===== src/rtl/tx_uart.sv =====
// UART transmitter: start bit, NB_DATA data bits (LSB first), N_STOP_BITS stop bits,
// paced by a 16x-oversampling baud-tick enable. Outputs are all registered.
module tx_uart #(
  parameter int unsigned NB_DATA     = 8,
  parameter int unsigned N_TICKS     = 16,
  parameter int unsigned N_STOP_BITS = 2,
  parameter int unsigned NB_COUNT    = 5,
  parameter int unsigned NB_STATE    = 2
) (
  input  logic               i_clock,
  input  logic               i_reset,
  input  logic               i_tick,
  input  logic               i_tx_start,
  input  logic [NB_DATA-1:0] i_data,
  output logic               o_tx,
  output logic               o_busy,
  output logic               o_tx_done_tick
);

  localparam int unsigned NbBit = (NB_DATA > 1) ? $clog2(NB_DATA) : 1;

  localparam logic [NB_COUNT-1:0] LastTick = NB_COUNT'(N_TICKS - 1);
  localparam logic [NB_COUNT-1:0] LastStop = NB_COUNT'(N_TICKS * N_STOP_BITS - 1);
  localparam logic [NbBit-1:0]    LastBit  = NbBit'(NB_DATA - 1);

  typedef enum logic [NB_STATE-1:0] {
    StIdle,
    StStart,
    StData,
    StStop
  } state_e;

  state_e              state_q, state_d;
  logic [NB_COUNT-1:0] tick_cnt_q, tick_cnt_d;
  logic [NbBit-1:0]    bit_cnt_q, bit_cnt_d;
  logic [NB_DATA-1:0]  shreg_q, shreg_d;
  logic                tx_q, tx_d;
  logic                busy_q, busy_d;
  logic                done_q, done_d;

  always_comb begin
    state_d    = state_q;
    tick_cnt_d = tick_cnt_q;
    bit_cnt_d  = bit_cnt_q;
    shreg_d    = shreg_q;
    done_d     = 1'b0;

    case (state_q)
      StIdle: begin
        if (i_tx_start) begin
          shreg_d    = i_data;
          tick_cnt_d = '0;
          bit_cnt_d  = '0;
          state_d    = StStart;
        end
      end
      StStart: begin
        if (i_tick) begin
          if (tick_cnt_q == LastTick) begin
            tick_cnt_d = '0;
            state_d    = StData;
          end else begin
            tick_cnt_d = tick_cnt_q + NB_COUNT'(1);
          end
        end
      end
      StData: begin
        if (i_tick) begin
          if (tick_cnt_q == LastTick) begin
            tick_cnt_d = '0;
            shreg_d    = shreg_q >> 1;
            if (bit_cnt_q == LastBit) begin
              state_d = StStop;
            end else begin
              bit_cnt_d = bit_cnt_q + NbBit'(1);
            end
          end else begin
            tick_cnt_d = tick_cnt_q + NB_COUNT'(1);
          end
        end
      end
      StStop: begin
        if (i_tick) begin
          if (tick_cnt_q == LastStop) begin
            tick_cnt_d = '0;
            state_d    = StIdle;
            done_d     = 1'b1;
          end else begin
            tick_cnt_d = tick_cnt_q + NB_COUNT'(1);
          end
        end
      end
      default: state_d = StIdle;
    endcase

    // Line and busy are decoded from the next state so they register alongside it.
    case (state_d)
      StStart: tx_d = 1'b0;
      StData:  tx_d = shreg_d[0];
      default: tx_d = 1'b1;
    endcase
    busy_d = (state_d != StIdle);
  end

  always_ff @(posedge i_clock or posedge i_reset) begin
    if (i_reset) begin
      state_q    <= StIdle;
      tick_cnt_q <= '0;
      bit_cnt_q  <= '0;
      shreg_q    <= '0;
      tx_q       <= 1'b1;
      busy_q     <= 1'b0;
      done_q     <= 1'b0;
    end else begin
      state_q    <= state_d;
      tick_cnt_q <= tick_cnt_d;
      bit_cnt_q  <= bit_cnt_d;
      shreg_q    <= shreg_d;
      tx_q       <= tx_d;
      busy_q     <= busy_d;
      done_q     <= done_d;
    end
  end

  assign o_tx           = tx_q;
  assign o_busy         = busy_q;
  assign o_tx_done_tick = done_q;

endmodule


===== config.mk =====
export PLATFORM = sky130hd
export DESIGN_NAME = tx_uart
export DESIGN_NICKNAME = d
export VERILOG_FILES = /design/src/rtl/tx_uart.sv
export SDC_FILE = /design/constraint.sdc
export NUM_CORES = 1
export LEC_CHECK = 0
export CORE_ASPECT_RATIO = 0.8
export CORE_UTILIZATION = 49
export CTS_CLUSTER_SIZE = 10
export DETAILED_ROUTE_END_ITERATION = 12
export GPL_ROUTABILITY_DRIVEN = 0
export GPL_TIMING_DRIVEN = 0
export PLACE_DENSITY_LB_ADDON = 0.3
export SLEW_MARGIN = 20
export SYNTH_ARGS = -nofsm -noshare
export SYNTH_HDL_FRONTEND = slang
export SYNTH_SLANG_ARGS = --single-unit

===== constraint.sdc =====
create_clock -name i_clock -period 2.15 [get_ports i_clock]
set_clock_uncertainty 0.2 [all_clocks]
set_input_delay 0.5375 -clock i_clock [delete_from_list [all_inputs] [get_ports i_clock]]
set_output_delay 0.5375 -clock i_clock [all_outputs]
set_load 0.005 [all_outputs]

* After elaboration in Yosys (flattened, before gate mapping)
Index checks and enable logic that the tools add are counted.
** Storage, ports and cells
- Register bits :: 21
- Output and inout port bits :: 3
** Cells by class
- Add/subtract/negate cells :: 2
- Equality and inequality tests :: 14
- Muxes and demuxes :: 28
- Reductions and logical operators :: 7
** Operator list (number)
- two-way mux 5 bit :: 5
- two-way mux 8 bit :: 3
- two-way mux 2 bit :: 8
- one-hot mux 8 bit (2 select lines) :: 1
- one-hot mux 5 bit (3 select lines) :: 1
- two-way mux 3 bit :: 4
- inequality test 2 bit, second input constant :: 5
- one-hot mux 2 bit (4 select lines) :: 1
- equality test 2 bit, second input constant :: 3
- one-hot mux 3 bit (2 select lines) :: 1
- adder 5 x 1 -> 5 bit, second input constant :: 1
- equality test 5 x 4 -> 1 bit, second input constant :: 1
- equality test 5 bit, second input constant :: 1
- AND reduction 5 bit :: 1
- equality test 2 x 1 -> 1 bit, second input constant :: 2
- AND reduction 4 bit :: 1
- nonzero test 2 bit :: 2
- adder 3 x 1 -> 3 bit, second input constant :: 1
- equality test 3 bit, second input constant :: 1
- two-way mux 1 bit :: 3
- AND reduction 3 bit :: 1
- logical NOT 2 bit :: 1
- inequality test 2 x 1 -> 1 bit, second input constant :: 1
- one-hot mux 1 bit (2 select lines) :: 1
- OR reduction 2 bit :: 1

* Longest topological paths before layout
- Depth after elaboration :: 7
- Mapped depth :: 8
- Depth with buffers taken out :: 8

* Worst setup path after synthesis
Ideal clock, no wire load.
- Kind :: register -> register
- Start point :: reg tick_cnt_q[0]
- End point :: reg tick_cnt_q[2]
- Setup time :: 0.077 ns
- Arrival :: 1.770 ns
- Required time :: 1.873 ns
- Setup slack :: 0.103 ns
- Cell stages (with the launch flop) :: 8
- Clock period less this slack :: 2.047 ns
- Path through :: dfrtp_1 ha_1 and3_1 ha_1 nand2b_1 a21o_1 or3b_1 o21ai_1
** On the way
- Cells in the longest elaborated chain, start to end :: 4
- Elaborated cells on any way between the ends :: 8
- Those cells by class :: 1 x add/sub; 2 x eq/ne; 5 x mux
** RTL lines
- start: declaration :: line 34 : logic [NB_COUNT-1:0] tick_cnt_q, tick_cnt_d;
- start signal: assignment :: line 116 : tick_cnt_q <= tick_cnt_d;
- adder 5 x 1 -> 5 bit, or another cell as far along :: line 63, 78, 89
- two-way mux 5 bit (on tied branches) :: line 84, 59, 69
- two-way mux 5 bit (on tied branches) :: line 83, 68
- one-hot mux 5 bit (3 select lines) (*) :: line 48 : case (state_q)
Every way passes the cells marked *; elsewhere a longest branch is shown, timed or not. The select of a mux whose other input is x is not followed.
A chain may end at the register's enable or synchronous reset.

* Worst setup path after layout
- Start point :: reg tx_q (netlist: o_tx)
- End point :: out o_tx
** RTL lines
- start: declaration :: line 37 : logic tx_q, tx_d;
- start signal: assignment :: line 119 : tx_q <= tx_d;
- end: declaration :: line 15 : output logic o_tx,
No word-level cell between the ends.

==> results.sh <==
export IMPL_status="finished clean"
export IMPL_post_cts_hold_buffer_count=0
export IMPL_finalSetupTns_ns=0
export IMPL_via_density_per_instance=5.36
export IMPL_fillerInstances=219
export IMPL_yosys_warnings=0
export IMPL_area_used_by_multi_input_combinational_logic_sq_um=714
export IMPL_maxUsedRoutingLayer="met4"
export IMPL_layout_commonest_cell="dfrtp_1"
export IMPL_rrSetupSlack_ns=0.10
export IMPL_total_placed_cells_including_tap_cells=177
export IMPL_grt_start_max_net_pins=22
export IMPL_clock_tree_from_tritoncts="done"
export IMPL_rows=16
export IMPL_max_stage_delay_ns=0.54
export IMPL_total_power_uw=1430
export IMPL_grt_antenna_before_repair=0
export IMPL_r2r_worst_path_cells=8
export IMPL_reg_to_reg_critical_path_endpoint="o_tx"
export IMPL_critical_path_class="flop to output port"
export IMPL_worst_setup_path_endpoint="o_tx"
export IMPL_number_of_flops_mapped_to_enable_cells_by_yosys=0
export IMPL_routed_wl_met2_mm=1.28
export IMPL_portBuffers=13
export IMPL_n_antenna_cell=0
export IMPL_timing_final_crit_share_pct=96.2
export IMPL_globalRouteOverflowTotal=0
export IMPL_routed_wirelength_mm=2.52
export IMPL_design_core_area_sq_um=2460
export IMPL_worstPathArrival_ns=1.33
export IMPL_finalNonFillerCells=184
export IMPL_finalSetupViolations=0
export IMPL_worstSkewPairLatency_ns=0.31
export IMPL_worst_setup_hold_path_clk_slew_ns=0.12
export IMPL_area_growth_synth_to_final_pct=21.8
export IMPL_syn_inst=128
export IMPL_cts_htree_levels=1
export IMPL_kind_of_start_point_of_the_critical_path="flop"
export IMPL_ys_dominant_reg_cell="dfrtp_1"
export IMPL_async_flop_share_pct=100
export IMPL_detail_route_drc_violations=0
export IMPL_global_route_usage_total_pct=18.9
export IMPL_layout_nets=172
export IMPL_die_h_microns=47.8
export IMPL_slew_headroom_pct=46.4
export IMPL_wl_met3_microns=90
export IMPL_endpoint_kind="output port"
export IMPL_crit_path_cells="clkdlybuf4s50_1"
export IMPL_first_global_vias=874
export IMPL_power_per_cell_area_nw_per_um2=912
export IMPL_deepest_clock_path_buffer_count=2
export IMPL_postSynthAreaPerCell_sq_um=10.1
export IMPL_ys_types=34
export IMPL_final_layout_size_suffix_gt1_share_pct=25.7
export IMPL_m1WireLength_mm=1.13
export IMPL_worstPathBufferInverterCount=1
export IMPL_worstMarginPinSlew_ns=0.803
export IMPL_layout_common_cells="dfrtp_1, clkdlybuf4s50_1, inv_1, o21ai_0, nand2_1"
export IMPL_yosysTopAreaCell="dfrtp_1"
export IMPL_root_buffer="clkbuf_4"
export IMPL_critical_path_depth=1
export IMPL_timing_fmax_mhz=484
export IMPL_final_cell_area_sq_um=1570
export IMPL_r2r_start="tick_cnt_q[0]"
export IMPL_mappedNetlistNets=151
export IMPL_die_outline_width_microns=59.3
export IMPL_place_hpwl_mm=1.82
export IMPL_grt_pass1_wl_mm=3.82
export IMPL_vias=986
export IMPL_start_util_pct=52.3
export IMPL_synthTopCellsByArea="dfrtp_1, ha_1, o21ai_0, a22oi_1, inv_1"
export IMPL_timing_final_crit_period_ns=2.07
export IMPL_ys_seq_area_share_pct=40.9
export IMPL_cts_made_buffers=3
export IMPL_required_arrival_time_at_the_worst_endpoint_ns=1.41
export IMPL_static_leakage_power_uw=0.000720
export IMPL_critical_path_top_delay_family="flip-flops"
export IMPL_antenna_left=0
export IMPL_drt_pre_antenna_iters=4
export IMPL_detail_route_wl_per_cell_microns=13.7
export IMPL_postPlaceCellArea_sq_um=1460
export IMPL_synthesis_area_sq_um=1290
export IMPL_crit_path_max_fanout=1
export IMPL_unrepaired_setup_endpoints_after_global_routing="true"
export IMPL_vdd_ir_drop_worst_mv=0.573
export IMPL_timing_final_hold_violations=0
export IMPL_critical_path_slowest_cell="dfstp_2"
export IMPL_drv_cap=0
export IMPL_die_area_sq_um=2840
export IMPL_timing_critical_path_from="o_tx"
export IMPL_synth_seq_cells=21
export IMPL_holdCritPathClass="primary input to flop"
export IMPL_slew_violations=0
export IMPL_cts_sink_count=21
export IMPL_boundaryPins=15
export IMPL_detailed_router_s_first_iteration_violation_count=33
export IMPL_ff_latch_area_sq_um=528
export IMPL_synth_top_cell_area_share_pct=38.9
## per-stage QoR
step | utilization [%] | setup WS [ns] | hold WS, ns
3_5_place_dp | 59.4 | -0.0710 | 0.318
6_report | 63.7 | 0.0819 | 0.308
4_1_cts | 61.3 | 0.00438 | 0.297
2_1_floorplan | - | 0.103 | 0.276
5_1_grt | 63.7 | -0.00320 | 0.313
3_3_place_gp | 59.4 | -0.0408 | 0.296
## layout make-up
class | count | area share, %
Clock inverter | 1 | 0.319
Buffer | 5 | 3.27
Sequential cell | 21 | 33.7
Tap cell | 36 | 2.87
Timing Repair Buffer | 16 | 9.74
Multi-Input combinational cell | 89 | 45.6
Inverter | 13 | 3.11
Clock buffer | 3 | 1.44
## cells in the mapped netlist (4+ instances only)
cell type and number:
dfrtp_1 20, inv_1 12, ha_1 11, o21ai_0 11
nand2_1 10, a22oi_1 6, nor2_1 6, a21oi_2 5
and3_1 5, a21oi_1 4, nand3_1 4, o31ai_1 4
## per-layer routing
| layer | track usage (%) | vias up |
|---|---|---|
| met2 | 31.9 | 14 |
| met5 | 0 | - |
| li1 | - | 486 |
| met4 | 5.24 | 0 |
| met3 | 5.95 | 3 |
| met1 | 23.8 | 483 |
## worst min path at each step
stage,slack (ns),start,depth (start not counted),endpoint
2_1_floorplan,0.28,tick_cnt_q[1],2,tick_cnt_q[1]
3_3_place_gp,0.30,bit_cnt_q[1],2,bit_cnt_q[1]
3_5_place_dp,0.32,shreg_q[2],2,shreg_q[2]
4_1_cts,0.30,i_tick,2,tick_cnt_q[4]
5_1_grt,0.31,i_tick,2,o_tx_done_tick
6_report,0.31,i_tick,2,o_tx_done_tick
## what timing repair did
| action | CTS | global route |
|---|---|---|
| gates resized for setup | 2 | 11 |
| endpoints found under the setup margin | 2 | 9 |
| setup buffers | 2 | 1 |
| pin swaps | 0 | 4 |
| endpoints found under the hold margin | 0 | 0 |
## flip-flops by register name, indices dropped and copies added, names as in the netlist
signal / cells
bit_cnt_q: 3
o_busy: 1
o_tx: 1
shreg_q: 8
tick_cnt_q: 5
o_tx_done_tick: 1
state_q: 2
## where the power goes
group / switching (uW) / internal, uW / leakage [uW]
Clock: 127 / 69.7 / 0.0000177
Combinational: 335 / 303 / 0.000444
Sequential: 74.6 / 520 / 0.000258
Total: 536 / 893 / 0.000720
## kinds of logic (layout without fill, tap and decap cells)
| family | after synthesis | count (layout) | synth area share, % |
|---|---|---|---|
| compound gates | 42 | 42 | 24.3 |
| xor+xnor | 1 | 1 | 0.680 |
| fa+ha+maj | 11 | 11 | 10.7 |
| buf+inv | 18 | 38 | 7.77 |
| flops | 21 | 21 | 40.9 |
| mux | 1 | 1 | 1.07 |
| simple gates | 34 | 34 | 14.6 |
(Power assumes the default switching activity.)
